File: config.mk
export PLATFORM = sky130hd
export DESIGN_NAME = jesd204_adc_chan_pack
export DESIGN_NICKNAME = d
export VERILOG_FILES = /design/src/rtl/jesd204_adc_pack_pkg.sv /design/src/rtl/jesd204_adc_pack_compress.sv /design/src/rtl/jesd204_adc_chan_pack.sv
export SDC_FILE = /design/constraint.sdc
export NUM_CORES = 1
export LEC_CHECK = 0
export CORE_ASPECT_RATIO = 1.5
export CORE_MARGIN = 2
export CORE_UTILIZATION = 45
export CTS_BUF_LIST = sky130_fd_sc_hd__clkbuf_4
export DETAILED_ROUTE_END_ITERATION = 10
export PLACE_DENSITY = 0.66
export SYNTH_ARGS = -nofsm -noshare
export SYNTH_HDL_FRONTEND = slang
export SYNTH_SLANG_ARGS = --single-unit
File: constraint.sdc
create_clock -name clk -period 5.7 [get_ports clk]
set_clock_uncertainty 0.05 [all_clocks]
set_input_delay 1.14 -clock clk [delete_from_list [all_inputs] [get_ports clk]]
set_output_delay 1.14 -clock clk [all_outputs]
set_load 0.03 [all_outputs]
File: src/rtl/jesd204_adc_pack_pkg.sv
// rtl/jesd204_adc_pack_pkg.sv - shared sample type and helper functions for the ADC channel packer
package jesd204_adc_pack_pkg;

    localparam int SAMPLE_WIDTH = 16;

    typedef logic [SAMPLE_WIDTH-1:0] sample_t;

    function automatic int popcount(input logic [7:0] mask);
        int n;
        n = 0;
        for (int i = 0; i < 8; i++) begin
            n += int'(mask[i]);
        end
        return n;
    endfunction

    function automatic int clog2(input int value);
        int r;
        r = 0;
        while ((1 << r) < value) begin
            r++;
        end
        return r;
    endfunction

endpackage

File: src/rtl/jesd204_adc_pack_compress.sv
// rtl/jesd204_adc_pack_compress.sv - gathers enabled-channel samples into a dense, oldest-first vector
module jesd204_adc_pack_compress
    import jesd204_adc_pack_pkg::*;
#(
    parameter int NUM_CHANNELS        = 4,
    parameter int SAMPLES_PER_CHANNEL = 1,
    parameter int COUNT_WIDTH         = 3
) (
    input  logic [NUM_CHANNELS-1:0]                                  enable,
    input  logic [NUM_CHANNELS*SAMPLES_PER_CHANNEL*SAMPLE_WIDTH-1:0] in_data,
    output logic [NUM_CHANNELS*SAMPLES_PER_CHANNEL*SAMPLE_WIDTH-1:0] sel_data,
    output logic [COUNT_WIDTH-1:0]                                   sel_count
);

    logic [7:0] mask;

    always_comb begin : gather
        int idx;
        mask = '0;
        mask[NUM_CHANNELS-1:0] = enable;
        sel_data = '0;
        idx = 0;
        // Sample index is the outer loop so one time instant of all channels stays contiguous.
        for (int k = 0; k < SAMPLES_PER_CHANNEL; k++) begin
            for (int c = 0; c < NUM_CHANNELS; c++) begin
                if (enable[c]) begin
                    sel_data[idx*SAMPLE_WIDTH +: SAMPLE_WIDTH] =
                        in_data[(c*SAMPLES_PER_CHANNEL + k)*SAMPLE_WIDTH +: SAMPLE_WIDTH];
                    idx++;
                end
            end
        end
        sel_count = COUNT_WIDTH'(popcount(mask) * SAMPLES_PER_CHANNEL);
    end

endmodule

File: src/rtl/jesd204_adc_chan_pack.sv
// rtl/jesd204_adc_chan_pack.sv - packs enabled ADC channels into full-width words; JESD204_ADC_PACK_DROP_COUNT_EN adds drop_count
module jesd204_adc_chan_pack
    import jesd204_adc_pack_pkg::*;
#(
    parameter int NUM_CHANNELS        = 4,
    parameter int SAMPLES_PER_CHANNEL = 1
) (
    input  logic                                                     clk,
    input  logic                                                     resetn,
    input  logic [NUM_CHANNELS-1:0]                                  enable,
    input  logic                                                     in_valid,
    input  logic [NUM_CHANNELS*SAMPLES_PER_CHANNEL*SAMPLE_WIDTH-1:0] in_data,
    output logic                                                     out_valid,
    input  logic                                                     out_ready,
    output logic [NUM_CHANNELS*SAMPLES_PER_CHANNEL*SAMPLE_WIDTH-1:0] out_data,
    output logic                                                     overflow
`ifdef JESD204_ADC_PACK_DROP_COUNT_EN
    ,
    output logic [15:0]                                              drop_count
`endif
);

    localparam int S  = NUM_CHANNELS * SAMPLES_PER_CHANNEL;
    localparam int W  = S * SAMPLE_WIDTH;
    localparam int CW = clog2(S + 1);
    localparam int FW = clog2(2 * S);

    logic [W-1:0]            sel_data;
    logic [CW-1:0]           sel_count;

    logic [NUM_CHANNELS-1:0] enable_q, enable_d;
    logic [FW-1:0]           fill_q, fill_d;
    sample_t                 acc_q [2*S];
    sample_t                 acc_d [2*S];
    sample_t                 merged [2*S];
    logic                    out_valid_q, out_valid_d;
    logic [W-1:0]            out_data_q, out_data_d;
    logic                    overflow_q, overflow_d;

    logic                    en_change;
    logic                    word_done;
    logic                    drop;
    logic [W-1:0]            word;
    int                      cnt;
    int                      total;

    jesd204_adc_pack_compress #(
        .NUM_CHANNELS        (NUM_CHANNELS),
        .SAMPLES_PER_CHANNEL (SAMPLES_PER_CHANNEL),
        .COUNT_WIDTH         (CW)
    ) u_compress (
        .enable    (enable),
        .in_data   (in_data),
        .sel_data  (sel_data),
        .sel_count (sel_count)
    );

    always_comb begin
        enable_d  = enable;
        en_change = (enable != enable_q);
        cnt       = (in_valid && !en_change) ? int'(sel_count) : 0;
        total     = int'(fill_q) + cnt;
        word_done = !en_change && (total >= S);

        // New samples land directly behind the residual already held.
        for (int i = 0; i < 2*S; i++) begin
            merged[i] = '0;
            if (i < int'(fill_q)) begin
                merged[i] = acc_q[i];
            end else if ((i - int'(fill_q)) < cnt) begin
                merged[i] = sel_data[(i - int'(fill_q))*SAMPLE_WIDTH +: SAMPLE_WIDTH];
            end
        end

        word = '0;
        for (int i = 0; i < S; i++) begin
            word[i*SAMPLE_WIDTH +: SAMPLE_WIDTH] = merged[i];
        end

        for (int i = 0; i < 2*S; i++) begin
            acc_d[i] = '0;
        end
        fill_d = '0;
        if (en_change) begin
            fill_d = '0;
        end else if (word_done) begin
            for (int i = 0; i < S; i++) begin
                acc_d[i] = merged[i + S];
            end
            fill_d = FW'(total - S);
        end else begin
            for (int i = 0; i < 2*S; i++) begin
                acc_d[i] = merged[i];
            end
            fill_d = FW'(total);
        end

        // The accumulator advances on a drop exactly as if the word had been taken.
        drop        = word_done && out_valid_q && !out_ready;
        out_valid_d = out_valid_q;
        out_data_d  = out_data_q;
        overflow_d  = drop;
        if (word_done && !drop) begin
            out_valid_d = 1'b1;
            out_data_d  = word;
        end else if (out_valid_q && out_ready) begin
            out_valid_d = 1'b0;
        end
    end

    always_ff @(posedge clk or negedge resetn) begin
        if (!resetn) begin
            enable_q    <= '0;
            fill_q      <= '0;
            out_valid_q <= 1'b0;
            out_data_q  <= '0;
            overflow_q  <= 1'b0;
            for (int i = 0; i < 2*S; i++) begin
                acc_q[i] <= '0;
            end
        end else begin
            enable_q    <= enable_d;
            fill_q      <= fill_d;
            out_valid_q <= out_valid_d;
            out_data_q  <= out_data_d;
            overflow_q  <= overflow_d;
            for (int i = 0; i < 2*S; i++) begin
                acc_q[i] <= acc_d[i];
            end
        end
    end

    assign out_valid = out_valid_q;
    assign out_data  = out_data_q;
    assign overflow  = overflow_q;

`ifdef JESD204_ADC_PACK_DROP_COUNT_EN
    logic [15:0] drop_count_q, drop_count_d;

    always_comb begin
        drop_count_d = drop_count_q;
        if (en_change) begin
            drop_count_d = '0;
        end else if (drop && (drop_count_q != 16'hFFFF)) begin
            drop_count_d = drop_count_q + 16'd1;
        end
    end

    always_ff @(posedge clk or negedge resetn) begin
        if (!resetn) begin
            drop_count_q <= '0;
        end else begin
            drop_count_q <= drop_count_d;
        end
    end

    assign drop_count = drop_count_q;
`endif

endmodule
==> metrics.txt, run 1 <==
status=completed; peak supply drop=0.1208 mV; DRT Pass-1 Iters=5; number of flops mapped to enable cells by yosys=0; # hold bufs at CTS=0; number of buffers created by CTS=17; initial antenna violation count=1; max cap viols=0; Synth top cells by count=dfrtp_1, nand2_1, a21oi_1; HP Class=reg2reg; pre-CTS WS=0.09080 ns; Area growth syn-to-layout=15.31%; via-per-instance ratio=6.335; RSZ-0062 raised after global routing=no; Synth Flop Type=dfrtp_1; asr flop ratio synth=100.0%; Netlist Area Pre-Place=0.01269 sq mm; Die Area=0.02959 sq mm; #FFs+latches synth=185; Final Util=52.51%; Syn Inst Count=1354; Port Buffer Count=137; Distinct cells, synth=69; Synthesized Nets=1463; Hold Vio Cnt, Final=0; Seq/Total Area, Yosys=36.48%; crit-path max FO=14; Final Routed Wirelength=38450 um; cell taking the most area after synthesis=dfrtp_1; Core Area=0.02787 sq mm; Synth top area share=36.48%; vias in the first global route=10696; first-pass GRT wire length=60700 um; Mapped Avg Cell Area=9.373 sq um; Layout Nets=1537; Slew Limit Fails=0; P_leak=5.851 nW; clk root buf=clkbuf_4; pwr dens=175.2 mW/mm^2; CP Launch Point=enable[0]; Tmin final=5.050 ns; # IOs=138; die height=209.7 um; WL per Instance=21.52 um; worst hold start=out_data[40]$_DFFE_PN0P_; Critical Path AT=5.54 ns; Setup crit end kind=flop; Max Clock Freq=198.0 MHz; total power=2.564 mW; clock slew at reported path FFs=0.14 ns; post-route ant nets=0; filler instances=2609; TritonCTS clock tree=done; layout cells sized above 1=11.39%; clock tree buffer depth=2; final setup vio count=0; Initial Utilization=45.54%; CTS sink cnt=185; DRC=0; Die Wd=141.1 um; worst slew pin tran=1.250 ns; ranking of synthesized cells by area=dfrtp_1, mux4_2, mux2i_1; Syn. warnings=0; most common cell in the synthesized netlist=dfrtp_1; setup repair bufs after CTS=0; Vias=11320; CP required=6.19 ns; largest net degree at the start of global routing=101; post-CTS sizing=0; startpoint types=input port; period utilisation layout=88.60%; Post-DP HPWL=27810 um; headroom to the max-slew limit=16.66%; row cnt=75; Setup TNS Final=0 ns; Worst Setup Path Type=in2reg; H-tree Lvls=4; GPL Wtd Cong=0.8996; Reg-to-Reg Start=enable_q[0]$_DFF_PN0_; gr usage total=26.05%; initial DRC count=947; clk_lat worst skew=0.63 ns; grt ovf=0; setup slack after layout=0.6501 ns
## cell usage in the layout (no fill, tap or decap), types with 33 or more instances in the layout
cell,Yosys,routed
nor2_1,86,85
mux4_2,43,43
mux2i_1,71,71
dfrtp_1,185,184
o22ai_1,59,59
o21ai_0,64,64
ha_1,34,33
a22oi_1,60,60
buf_4,3,38
nand3_1,34,34
clkdlybuf4s50_1,0,136
a21oi_1,104,104
inv_1,33,33
nor2b_1,38,37
nand2_1,121,121
## per-layer routing
layer	global-route usage (%)	vias to the layer above	wire length (um)	share of wire, %
met4	7.655	0	925	2.4
met3	4.654	53	2692	7.0
met1	36.12	5553	16450	43
met2	41.91	457	18380	48
met5	0	-	0	0
li1	-	5257	-	-
## sequential cells by signal (all words and copies together), names as in the netlist
| signal | cells |
|---|---|
| acc_q | 112 |
| enable_q | 4 |
| fill_q | 3 |
| out_data | 64 |
| out_valid | 1 |
| overflow | 1 |
## per-stage QoR
stage / instance area, sq um / hold WS [ns] / instances
detailed placement: 14390 / 0.4226 / 1755
global route: 14630 / 0.4863 / 1787
global placement: 14390 / 0.4125 / 1755
finish: 14630 / 0.4454 / 1787
floorplan: 12690 / 0.4289 / 1354
CTS: 14630 / 0.4537 / 1786
## cell families after synthesis
| family | Yosys count | synth area share (%) |
|---|---|---|
| xor+xnor | 4 | 0.2760 |
| compound gates | 485 | 25.97 |
| buf+inv | 162 | 5.344 |
| mux | 132 | 15.09 |
| simple gates | 349 | 13.01 |
| flops | 185 | 36.48 |
| fa+ha+maj | 37 | 3.825 |
## worst max-delay path, cell delays in order
cell             delay [ns]
clkdlybuf4s50_1        0.48
inv_1                  0.09
ha_1                   0.33
fa_1                   0.37
ha_1                   0.28
nand3_1                0.19
inv_1                  0.11
fa_1                   0.41
and2_1                 0.16
a21oi_1                0.24
o21ai_1                0.13
a2111oi_0              0.84
a21oi_1                0.49
o22ai_1                0.24
## worst paths after layout
kind	endpoint	cells after the start	slack, ns
worst max register to register	acc_q[69]$_DFF_PN0_	12	1.76
worst min register to register	out_data[40]$_DFFE_PN0P_	2	0.45
worst min-delay path	out_data[40]$_DFFE_PN0P_	2	0.45
worst max-delay path	acc_q[69]$_DFF_PN0_	14	0.65
max in group asynchronous	acc_q[71]$_DFF_PN0_	2	3.82
min in group asynchronous	enable_q[0]$_DFF_PN0_	1	0.46
## where the power goes
group,switching (mW),internal (mW),total [mW]
combinational,0.325,0.221,0.546
sequential,0.0120,1.33,1.34
clock,0.458,0.220,0.678
total,0.795,1.77,2.56
## cell type report
class                   count  area (sq um)  area share, %
multi-input cells        1007          7426          50.74
flip-flops and latches    185          4631          31.64
repair buffers            180          1758          12.01
well taps                 346         432.9          2.958
clock buffers              19         142.6         0.9747
inverters                  37         138.9         0.9490
clock inverters            12         102.6         0.7011
diodes                      1         2.502        0.01710
(Power assumes the default switching activity.)
==> run 2, diff against run 1 <==
Settings changed: HOLD_SLACK_MARGIN from default to 0.06.
==> results of run 2 <==
The final DEF is identical to that of run 1; final timing and power are the same.
==> run 3, diff against run 2 <==
Settings changed: CTS_BUF_LIST sky130_fd_sc_hd__clkbuf_4 to sky130_fd_sc_hd__clkbuf_16.
Clock period 5.7 ns to 5.9 ns, I/O delays scaled along.
==> metrics.txt, run 3 (synthesis gave the netlist of run 1 again) <==
WL per Instance=21.65 um (+0.63%); # IOs=138 (unchanged); ANT cells=0 (-1); multi-input logic area=0.007426 sq mm (unchanged); via-per-instance ratio=6.303 (-0.49%); Most flops, register=acc_q; vias in the first global route=10900 (+1.9%); Final Routed Wirelength=38690 um (+0.63%); headroom to the max-slew limit=14.66% (-2.0 points); post-CTS sizing=0 (unchanged); clock tree buffer depth=2 (unchanged); Pint=2.070 mW (+17%); cell area after layout=0.01491 sq mm (+1.9%); Setup TNS Final=0 ns (unchanged); pre-CTS WS=0.3300 ns (+0.2392 ns); row cnt=75 (unchanged); Logic pwr share=18.2% (-3.1 points); CTS sink cnt=185 (unchanged); Die Area=0.02959 sq mm (unchanged); Area growth syn-to-layout=17.48%; die height=209.7 um (unchanged); setup slack after layout=0.7852 ns (+0.1352 ns); GPL Wtd Cong=0.8855 (-1.6%); Hold Vio Cnt, Final=0 (unchanged); grt ovf=0 (unchanged); Post-DP HPWL=27680 um (-0.47%); TritonCTS clock tree=done; clock power share=37.3% (+11 points); H-tree Lvls=4 (unchanged); post-route ant nets=0 (unchanged); period utilisation layout=86.69%; Initial Utilization=45.54% (unchanged); Die Wd=141.1 um (unchanged); max reg flops=112 (unchanged); sequential fraction of design power=44.5% (-7.8 points); pwr dens=194.9 mW/mm^2 (+11%); startpoint types=input port; most frequent cells in the layout=dfrtp_1, clkdlybuf4s50_1, nand2_1, a21oi_1, nor2_1; clock slew at reported path FFs=0.07 ns (-0.07 ns); layout cells sized above 1=11.24% (-0.15 points); gr usage total=26.41% (+0.36 points); HP Class=reg2reg; placed inst area=0.01437 sq mm (about the same); initial DRC count=1003 (+5.9%); net load switching power=835.8 uW (+5.1%); register area=0.004631 sq mm (unchanged); clk root buf=clkbuf_16; # hold bufs at CTS=0 (unchanged); crit-path max FO=14 (unchanged); Tmin final=5.115 ns; Worst Setup Path Type=in2reg; final setup vio count=0 (unchanged); initial antenna violation count=0 (-1); peak supply drop=0.1937 mV (+60%); first-pass GRT wire length=61690 um (+1.6%); Setup crit end kind=flop; setup repair bufs after CTS=0 (unchanged); RSZ-0062 raised after global routing=no; Slew Limit Fails=0 (unchanged); CP required=6.11 ns (-0.08 ns); DRC=0 (unchanged); Critical Path AT=5.33 ns (-0.21 ns); Port Buffer Count=137 (unchanged); clk_lat worst skew=0.45 ns (-0.18 ns); P_leak=5.992 nW (+2.4%); Max Clock Freq=195.5 MHz; worst slew pin tran=1.280 ns (+0.03008 ns); Core Area=0.02787 sq mm (unchanged); DRT Pass-1 Iters=5 (unchanged); max cap viols=0 (unchanged); Vias=11264 (-0.49%); commonest non-fill, non-tap cell in the layout=dfrtp_1; Switching Share=28.76% (-2.2 points); filler instances=2555 (-2.1%); largest net degree at the start of global routing=186 (+84%); Layout Nets=1537 (unchanged); number of buffers created by CTS=17 (unchanged); status=completed
==> run 3: area by class of cell <==
class	instances	area share [%]
Timing Repair Buffer	180	11.71
Sequential cell	185	31.06
Multi-Input combinational cell	1007	49.81
Clock inverter	15	0.7385
Clock buffer	17	2.853
Tap cell	346	2.904
Inverter	37	0.9315
==> run 3: worst paths after layout <==
kind	startpoint	cells past startpoint	to	slack (ns)
setup / recovery	enable[0]	15	acc_q[77]$_DFF_PN0_	0.79
hold / removal	out_data[63]$_DFFE_PN0P_	2	out_data[63]$_DFFE_PN0P_	0.43
setup reg to reg	enable_q[0]$_DFF_PN0_	13	acc_q[77]$_DFF_PN0_	2.23
hold reg to reg	out_data[63]$_DFFE_PN0P_	2	out_data[63]$_DFFE_PN0P_	0.43
max in group asynchronous	resetn	2	out_data[27]$_DFFE_PN0P_	4.12
min in group asynchronous	resetn	2	enable_q[2]$_DFF_PN0_	0.75
==> run 3: power by group through the flow <==
stage | clock, mW | sequential [mW] | combinational, mW
after detailed placement | 0 | 1.32 | 0.520
final | 1.08 | 1.29 | 0.528
after global placement | 0 | 1.32 | 0.511
after global routing | 1.15 | 1.30 | 0.567
after CTS | 1.10 | 1.29 | 0.522
after floorplan | 0 | 1.34 | 0.271
==> run 3: critical path, stage by stage <==
cell             delay, ns
clkdlybuf4s50_1       0.54
inv_1                 0.12
ha_1                  0.34
fa_1                  0.37
ha_1                  0.29
nand3_1               0.18
inv_1                 0.12
fa_1                  0.41
nor2_1                0.15
a21oi_1               0.07
o21ai_1               0.17
a2111oi_0             0.09
buf_4                 0.15
a21oi_1               0.96
o22ai_1               0.15
==> run 3: through the flow <==
| step | power (mW) | instances | utilization (%) | hold slack (ns) |
|---|---|---|---|---|
| final | 2.906 | 1787 | 53.49 | 0.4289 |
| after global routing | 3.009 | 1787 | 53.49 | 0.4535 |
| after CTS | 2.912 | 1787 | 53.49 | 0.4343 |
| after detailed placement | 1.839 | 1755 | 51.57 | 0.4191 |
| after global placement | 1.830 | 1755 | 51.57 | 0.4134 |
| after floorplan | 1.612 | 1354 | - | 0.4289 |
==> run 3: metal layers <==
metal  vias up  global-route usage (%)  wire length (um)
met5         -                       0                 0
met3        57                   4.746              2504
met1      5549                   36.15             16600
li1       5255                       -                 -
met2       403                   42.45             18650
met4         0                   8.862               939
